File: config.mk
export PLATFORM = sky130hd
export DESIGN_NAME = instr_fetch_unit_flat
export DESIGN_NICKNAME = d
export VERILOG_FILES = /design/src/rtl/instr_fetch_if.sv /design/src/rtl/instr_fetch_unit.sv /design/src/flat_wrapper.sv
export SDC_FILE = /design/constraint.sdc
export NUM_CORES = 1
export LEC_CHECK = 0
export BUFFER_PORTS_ARGS = -buffer_cell sky130_fd_sc_hd__clkbuf_2
export CAP_MARGIN = 20
export CORE_ASPECT_RATIO = 2
export CORE_UTILIZATION = 45
export CTS_CLUSTER_DIAMETER = 200
export CTS_CLUSTER_SIZE = 12
export DETAILED_ROUTE_END_ITERATION = 6
export GPL_TIMING_DRIVEN = 0
export HOLD_SLACK_MARGIN = 0.06
export PLACE_DENSITY = 0.76
export SLEW_MARGIN = 5
export SYNTH_ARGS = -nofsm -noshare
export SYNTH_HDL_FRONTEND = slang
export SYNTH_SLANG_ARGS = --single-unit
File: constraint.sdc
create_clock -name clk -period 20.7 [get_ports clk]
set_input_delay 4.14 -clock clk [delete_from_list [all_inputs] [get_ports clk]]
set_output_delay 4.14 -clock clk [all_outputs]
set_load 0.05 [all_outputs]
File: src/rtl/instr_fetch_if.sv
// Fetch-unit bundle: instruction-memory request/response, redirect, and decode hand-off.
// FETCH_PERF_EN adds the perf_fetched / perf_stall counter outputs.
interface instr_fetch_if #(
  parameter int XLEN = 64
);
  // Every valid/ready pair transfers on a rising edge where both are high; valid never
  // depends on ready, and payload is held while valid is high and ready is low.
  logic            imem_req_valid;
  logic            imem_req_ready;
  logic [XLEN-1:0] imem_req_addr;
  logic            imem_rsp_valid;
  logic [31:0]     imem_rsp_data;
  logic            redirect_valid;
  logic [XLEN-1:0] redirect_pc;
  logic            if_valid;
  logic            if_ready;
  logic [31:0]     if_instr;
  logic [XLEN-1:0] if_pc;
  logic [XLEN-1:0] pc_out;
`ifdef FETCH_PERF_EN
  logic [63:0]     perf_fetched;
  logic [63:0]     perf_stall;
`endif

  modport master (
`ifdef FETCH_PERF_EN
    output perf_fetched, output perf_stall,
`endif
    output imem_req_valid, input imem_req_ready, output imem_req_addr,
    input imem_rsp_valid, input imem_rsp_data,
    input redirect_valid, input redirect_pc,
    output if_valid, input if_ready, output if_instr, output if_pc,
    output pc_out
  );

  modport slave (
`ifdef FETCH_PERF_EN
    input perf_fetched, input perf_stall,
`endif
    input imem_req_valid, output imem_req_ready, input imem_req_addr,
    output imem_rsp_valid, output imem_rsp_data,
    output redirect_valid, output redirect_pc,
    input if_valid, output if_ready, input if_instr, input if_pc,
    input pc_out
  );
endinterface

File: src/rtl/instr_fetch_unit.sv
// Sequential instruction fetch with credit-limited requests, a registered prefetch FIFO
// and redirect flush. Optional perf counters behind the FETCH_PERF_EN macro.
module instr_fetch_unit #(
  parameter int              XLEN       = 64,
  parameter logic [XLEN-1:0] RESET_PC   = '0,
  parameter int              FIFO_DEPTH = 4,
  parameter int              ADDR_STEP  = 4
) (
  input logic          clk,
  input logic          rst,
  instr_fetch_if.master bus
);
  localparam int PTR_W = $clog2(FIFO_DEPTH);
  localparam int CNT_W = PTR_W + 1;

  typedef struct packed {
    logic [XLEN-1:0] pc;
    logic [31:0]     instr;
  } entry_t;

  entry_t          fifo_q [FIFO_DEPTH];
  logic [PTR_W-1:0] rd_ptr_q, rd_ptr_d, wr_ptr_q, wr_ptr_d;
  logic [CNT_W-1:0] count_q, count_d, outst_q, outst_d, drop_q, drop_d;
  logic [XLEN-1:0]  fetch_pc_q, fetch_pc_d, resp_pc_q, resp_pc_d;
  logic [XLEN-1:0]  target, step;
  logic [CNT_W:0]   inflight;
  logic             req_fire, rsp_fire, push, pop;

  assign step   = XLEN'(ADDR_STEP);
  assign target = bus.redirect_pc & ~XLEN'(3);

  // Requests in flight plus buffered entries never exceed the FIFO size, so no overflow.
  assign inflight           = {1'b0, outst_q} + {1'b0, count_q};
  assign bus.imem_req_valid = !rst && !bus.redirect_valid &&
                              (inflight < (CNT_W+1)'(FIFO_DEPTH));
  assign bus.imem_req_addr  = fetch_pc_q;
  assign bus.pc_out         = fetch_pc_q;
  assign bus.if_valid       = (count_q != '0);
  assign bus.if_instr       = fifo_q[rd_ptr_q].instr;
  assign bus.if_pc          = fifo_q[rd_ptr_q].pc;

  assign req_fire = bus.imem_req_valid && bus.imem_req_ready;
  assign rsp_fire = bus.imem_rsp_valid && (outst_q != '0);
  assign pop      = bus.if_valid && bus.if_ready && !bus.redirect_valid;
  assign push     = rsp_fire && (drop_q == '0) && !bus.redirect_valid;

  always_comb begin
    fetch_pc_d = fetch_pc_q;
    resp_pc_d  = resp_pc_q;
    rd_ptr_d   = rd_ptr_q;
    wr_ptr_d   = wr_ptr_q;
    count_d    = count_q;
    outst_d    = outst_q;
    drop_d     = drop_q;
    if (bus.redirect_valid) begin
      // Everything still outstanding after this cycle's response belongs to the old path.
      fetch_pc_d = target;
      resp_pc_d  = target;
      rd_ptr_d   = '0;
      wr_ptr_d   = '0;
      count_d    = '0;
      outst_d    = outst_q - CNT_W'(rsp_fire);
      drop_d     = outst_q - CNT_W'(rsp_fire);
    end else begin
      if (req_fire) fetch_pc_d = fetch_pc_q + step;
      outst_d = outst_q + CNT_W'(req_fire) - CNT_W'(rsp_fire);
      if (rsp_fire && (drop_q != '0)) drop_d = drop_q - CNT_W'(1);
      if (push) begin
        resp_pc_d = resp_pc_q + step;
        wr_ptr_d  = wr_ptr_q + PTR_W'(1);
      end
      if (pop) rd_ptr_d = rd_ptr_q + PTR_W'(1);
      count_d = count_q + CNT_W'(push) - CNT_W'(pop);
    end
  end

  always_ff @(posedge clk or posedge rst) begin
    if (rst) begin
      fetch_pc_q <= RESET_PC;
      resp_pc_q  <= RESET_PC;
      rd_ptr_q   <= '0;
      wr_ptr_q   <= '0;
      count_q    <= '0;
      outst_q    <= '0;
      drop_q     <= '0;
    end else begin
      fetch_pc_q <= fetch_pc_d;
      resp_pc_q  <= resp_pc_d;
      rd_ptr_q   <= rd_ptr_d;
      wr_ptr_q   <= wr_ptr_d;
      count_q    <= count_d;
      outst_q    <= outst_d;
      drop_q     <= drop_d;
    end
  end

  // Entries reset so the decode-side outputs read {RESET_PC, 0} out of reset.
  always_ff @(posedge clk or posedge rst) begin
    if (rst) begin
      for (int i = 0; i < FIFO_DEPTH; i++) fifo_q[i] <= '{pc: RESET_PC, instr: 32'h0};
    end else if (push) begin
      fifo_q[wr_ptr_q] <= '{pc: resp_pc_q, instr: bus.imem_rsp_data};
    end
  end

`ifdef FETCH_PERF_EN
  logic [63:0] perf_fetched_q, perf_stall_q;

  always_ff @(posedge clk or posedge rst) begin
    if (rst) begin
      perf_fetched_q <= '0;
      perf_stall_q   <= '0;
    end else begin
      if (pop) perf_fetched_q <= perf_fetched_q + 64'd1;
      if (bus.if_ready && !bus.if_valid) perf_stall_q <= perf_stall_q + 64'd1;
    end
  end

  assign bus.perf_fetched = perf_fetched_q;
  assign bus.perf_stall   = perf_stall_q;
`endif
endmodule

File: src/flat_wrapper.sv
// flat-port wrapper written by rule: the top's interface ports become plain ports
module instr_fetch_unit_flat 
#(
  parameter int              XLEN       = 64,
  parameter logic [XLEN-1:0] RESET_PC   = '0,
  parameter int              FIFO_DEPTH = 4,
  parameter int              ADDR_STEP  = 4
)
  (clk, rst, bus_imem_req_valid, bus_imem_req_ready, bus_imem_req_addr, bus_imem_rsp_valid, bus_imem_rsp_data, bus_redirect_valid, bus_redirect_pc, bus_if_valid, bus_if_ready, bus_if_instr, bus_if_pc, bus_pc_out);
  instr_fetch_if #(.XLEN(XLEN)) bus_i ();
  input logic clk;
  input logic rst;
  output wire logic [$bits(bus_i.imem_req_valid)-1:0] bus_imem_req_valid;
  input wire logic [$bits(bus_i.imem_req_ready)-1:0] bus_imem_req_ready;
  output wire logic [$bits(bus_i.imem_req_addr)-1:0] bus_imem_req_addr;
  input wire logic [$bits(bus_i.imem_rsp_valid)-1:0] bus_imem_rsp_valid;
  input wire logic [$bits(bus_i.imem_rsp_data)-1:0] bus_imem_rsp_data;
  input wire logic [$bits(bus_i.redirect_valid)-1:0] bus_redirect_valid;
  input wire logic [$bits(bus_i.redirect_pc)-1:0] bus_redirect_pc;
  output wire logic [$bits(bus_i.if_valid)-1:0] bus_if_valid;
  input wire logic [$bits(bus_i.if_ready)-1:0] bus_if_ready;
  output wire logic [$bits(bus_i.if_instr)-1:0] bus_if_instr;
  output wire logic [$bits(bus_i.if_pc)-1:0] bus_if_pc;
  output wire logic [$bits(bus_i.pc_out)-1:0] bus_pc_out;
  assign bus_imem_req_valid = bus_i.imem_req_valid;
  assign bus_i.imem_req_ready = bus_imem_req_ready;
  assign bus_imem_req_addr = bus_i.imem_req_addr;
  assign bus_i.imem_rsp_valid = bus_imem_rsp_valid;
  assign bus_i.imem_rsp_data = bus_imem_rsp_data;
  assign bus_i.redirect_valid = bus_redirect_valid;
  assign bus_i.redirect_pc = bus_redirect_pc;
  assign bus_if_valid = bus_i.if_valid;
  assign bus_i.if_ready = bus_if_ready;
  assign bus_if_instr = bus_i.if_instr;
  assign bus_if_pc = bus_i.if_pc;
  assign bus_pc_out = bus_i.pc_out;
  instr_fetch_unit #(.XLEN(XLEN), .RESET_PC(RESET_PC), .FIFO_DEPTH(FIFO_DEPTH), .ADDR_STEP(ADDR_STEP)) u_core (.clk(clk), .rst(rst), .bus(bus_i));
endmodule
# Yosys cells after proc, flatten, opt, wreduce, memory -nomap -nowiden
# Cells that the tools add are included.
[totals]
out_inout_bits = 226
wordCells = 70
in_bits = 102
reg_bits = 525
[classes]
n_lt_le_gt_ge = 4
reduce_logical = 20
bitwise_logic = 2
n_mux = 18
n_addsub = 11
[ops]
columns = ["op", "n"]
rows = [
  ["bitwise mux 384 bit", 1],
  ["two-way mux 96 bit", 3],
  ["two-way mux 64 bit", 4],
  ["binary-select mux 96 bit (select 2 bit)", 1],
  ["demux 96 bit (select 2 bit)", 1],
  ["adder 64 x 3 -> 64 bit, second input constant", 2],
  ["two-way mux 3 bit", 4],
  ["logical AND 1 bit", 10],
  ["nonzero test 3 bit", 3],
  ["subtractor 3 x 1 -> 3 bit", 3],
  ["two-way mux 2 bit", 4],
  ["nonzero test 2 bit", 4],
  ["adder 3 x 1 -> 3 bit", 2],
  [">= comparator 3 bit, second input constant", 2],
  ["NOT 2 -> 3 bit", 2],
  ["adder 2 x 1 -> 2 bit, second input constant", 2],
  ["adder 3 x 3 -> 4 bit", 1],
  ["< comparator 4 x 3 -> 1 bit, second input constant", 1],
  ["zero test 3 bit", 1],
  ["< comparator 3 x 1 -> 1 bit, second input constant", 1],
  ["subtractor 3 x 1 -> 3 bit, second input constant", 1],
  ["zero test 1 bit", 2],
]

# Logic depth before layout (Yosys ltp)
[depth]
word_depth = 7
ltp_mapped = 12
ltp_nobuf = 10

# Worst setup path before layout
# No wires, ideal clock.
[synth_path]
path_kind = "input to output"
startpoint = "input bus_redirect_valid"
endpoint = "output bus_imem_req_valid"
t_arrival_ps = 5455
required_ps = 16560
cell_stages = 5
path_slack_ps = 11105
n_path_buf = 3
path_cell_list = "clkbuf_1 > inv_1 > clkbuf_1 > clkbuf_1 > and3_1"
[synth_between]
elab_chain_cells = 3
[synth_lines]
columns = ["element", "line", "rtl"]
rows = [
  ["from (decl)", "flat_wrapper.sv:18", "input wire logic [$bits(bus_i.redirect_valid)-1:0] bus_redirect_valid;"],
  ["zero test 1 bit", "instr_fetch_unit.sv:34", "assign bus.imem_req_valid = !rst && !bus.redirect_valid &&"],
  ["logical AND 1 bit (2 in a row)", "instr_fetch_unit.sv:34", ""],
  ["to (decl)", "flat_wrapper.sv:13", "output wire logic [$bits(bus_i.imem_req_valid)-1:0] bus_imem_req_valid;"],
]
# Every way passes these cells.

# Worst setup path in the final report
# Same ends and word-level chain as after synthesis.

==> metrics <==
min-delay worst type reg2reg; Worst R2R Setup Slack 16.33 ns; Post-Synthesis Cell Area 25000 um2; critical path's slowest cell clkbuf_1; Setup Fix Bufs, Post-CTS 0; share of cells above drive strength 1 35.7%; DIE AREA 56600 um2; Setup-failing EPs final 0; Die Wd 169 um; number of I/O pins 328; nets@finish 2461; first-pass GRT wire length 115000 um; Clock Path Buffers 3; #FFs+latches synth 513; Clock Sinks 513; largest cells by area after synthesis dfrtp_1, mux2_2, mux4_2; CTS Buf Count 48; Clock Latency Late Sink 0.60 ns; H-Tree Depth 2; Tmin final 10.65 ns; crit path cell chain clkbuf_1, inv_1, clkbuf_1, clkbuf_1, and3_1, clkbuf_2; DRT Wirelength 76200 um; Synth Area per Inst 12.8 um2; Critical Path Sink bus_imem_req_valid; Worst-path clk slew 0.06 ns; Pre-antenna DRT Iters 6; area leader, netlist dfrtp_1; ys flop type dfrtp_1; fmax 93.9 MHz; post-CTS sizing 0; initial core utilization 45.8%; Vias 18357; DP Wirelength 57600 um; part of the power in registers 37.7%; vias in the first global route 19195; count leader, synth dfrtp_1; RePlAce Congestion 0.968; Worst path depth 6; R2R Path End u_core.outst_q[2]; CTS tree built; slack of the critical path 10.05 ns; sw frac 41.5%; worst setup path startpoint bus_redirect_valid; critical-path maximum fanout 10; outcome complete, no violations; reg2reg path depth 11; asr flop ratio synth 100%; Final ANT Viol Nets 0; drt initial violations 1473; Worst Setup End Kind output pin; count of mapped cells out of synthesis 1960; initial antenna violation count 1; Crit path required time 16.56 ns; Arrival @ worst endpoint 6.51 ns; placed cell count 3027; GRT overflow 0; row count 121; Crit Path Class in2out; NetSw 1.46 mW; Area growth, synth to finish 15.8%; CTS root buf clkbuf_16; Clock Skews 0.0301 ns; Leakage 13.4 nW; Int Pwr 2.06 mW; Yosys warning count 0; Synth cell types 63; Pwr per Cell Area 121 nW/um2; Synth top area share 51.3%; Max stage delay on crit path 0.79 ns; cell family with most CP delay buffers and inverters; clock share of power 22.6%; combinational power share 39.7%; Non-Filler Instances 3082; RSZ-0062 raised after global routing false; Peak VDD IR 105 uV; hold buffer count at cts 0; Final Hold Viols 0; Final Max Slew Viols 0; WL per Instance 24.7 um; Max-Cap Viols 0; post-place setup slack 10.13 ns; core area 54700 um2; Post-synth EDFFs 0; y dimension of the die 336 um; vias per inst 5.96; Startpoint Class primary input; Global Route Usage Sum 27.1%; Synth top cells by count dfrtp_1, mux2_2, mux2_1, nand2_1, mux4_2; Crit path top cell by count clkbuf_1; # DRC 0; Port Buffers 318; largest net degree at the start of global routing 137; Seq/Total Area, Yosys 51.3%; Slew headroom 31.4%; final period utilization 51.4%; worst slew pin tran 1.02 ns; R2R Path Start u_core.outst_q[2]; WP buf/inv 5
==> power groups by stage <==
stage	Combinational, mW	Sequential [mW]	Clock [mW]
CTS	1.41	1.32	0.806
global placement	1.38	1.32	0
detailed placement	1.40	1.34	0
finish	1.40	1.33	0.793
global route	1.47	1.35	0.838
floorplan	1.03	1.34	0
==> state kept, by name, summed over array words and instances (netlist names) <==
| signal | cells |
|---|---|
| u_core.fifo_q | 376 |
| u_core.drop_q | 3 |
| u_core.rd_ptr_q | 2 |
| u_core.resp_pc_q | 62 |
| u_core.outst_q | 3 |
| u_core.wr_ptr_q | 2 |
| u_core.bus.imem_req_addr | 62 |
| u_core.count_q | 3 |
==> cell usage in the layout, fill, tap and decap left out, types with 8 or more instances in the layout <==
cell / count
dfrtp_1: 513
clkbuf_2: 320
mux2_2: 261
mux2_1: 135
nand2_1: 106
mux4_2: 94
nand3_1: 91
clkbuf_1: 77
buf_4: 70
nor2_1: 55
nand4_1: 52
clkbuf_16: 49
buf_1: 41
o21ai_0: 40
o211ai_1: 33
inv_1: 30
xor2_1: 29
xnor2_1: 29
nor3_1: 28
or4_1: 24
nor4_1: 23
and3_1: 22
buf_2: 21
a31oi_1: 19
and2_1: 17
ha_1: 16
or3_1: 14
o21ai_1: 14
and4_1: 13
o311ai_0: 11
a21oi_1: 10
o31ai_1: 8
mux2i_1: 8
==> worst min path at each step <==
stage | start | endpoint | slack (ns) | depth (start not counted)
finish | u_core.fifo_q[160] | u_core.fifo_q[160] | 0.48 | 1
global route | u_core.fifo_q[160] | u_core.fifo_q[160] | 0.50 | 1
CTS | u_core.fifo_q[54] | u_core.fifo_q[54] | 0.48 | 1
detailed placement | u_core.fifo_q[54] | u_core.fifo_q[54] | 0.47 | 1
global placement | u_core.fifo_q[149] | u_core.fifo_q[149] | 0.46 | 1
floorplan | u_core.fifo_q[149] | u_core.fifo_q[149] | 0.45 | 1
==> kinds of logic after synthesis <==
family                     Yosys count  synth area share (%)
adders and majority gates           18                 0.960
buffers and inverters              241                  4.76
and+or+nand+nor                    468                  10.0
xor gates and xnor gates            58                  2.03
DFF                                513                  51.3
muxes                              498                  26.6
AOI/OAI and AO/OA                  163                  4.33
other                                1                0.0150
==> layer usage <==
metal  wire length [um]  GRT usage (%)
met4               5160           17.7
met5                  0              0
met2              39300           47.9
met3               4790           3.60
met1              26900           30.3
==> worst register-to-register path: cells and delay by family, from the launching register on <==
| kind | cells | cell delay (ns) |
|---|---|---|
| compound gates | 1 | 0.12 |
| xor+xnor | 2 | 0.35 |
| fa+ha+maj | 3 | 0.84 |
| buf+inv | 3 | 1.48 |
| flops | 1 | 0.46 |
| simple gates | 2 | 0.99 |
==> per-stage QoR <==
step           cell area [um2]  hold WS (ns)  utilization (%)  setup TNS [ns]  power [mW]
6_report                 29000         0.484             53.0               0        3.52
3_5_place_dp             27700         0.469             50.7               0        2.74
5_1_grt                  29000         0.497             53.0               0        3.66
4_1_cts                  29000         0.483             53.0               0        3.54
2_1_floorplan            25000         0.452                -               0        2.37
3_3_place_gp             27600         0.462             50.4         -927.04        2.70
==> final cells by class <==
class	instances	area, um2
Antenna cell	1	2.50
Buffer	209	1070
Clock buffer	49	1230
Clock inverter	3	45.0
Fill cell	4597	25700
Inverter	32	128
Multi-Input combinational cell	1211	11000
Sequential cell	513	12800
Tap cell	738	923
Timing Repair Buffer	326	1720
Note: power is estimated with default switching activity, not from simulation.
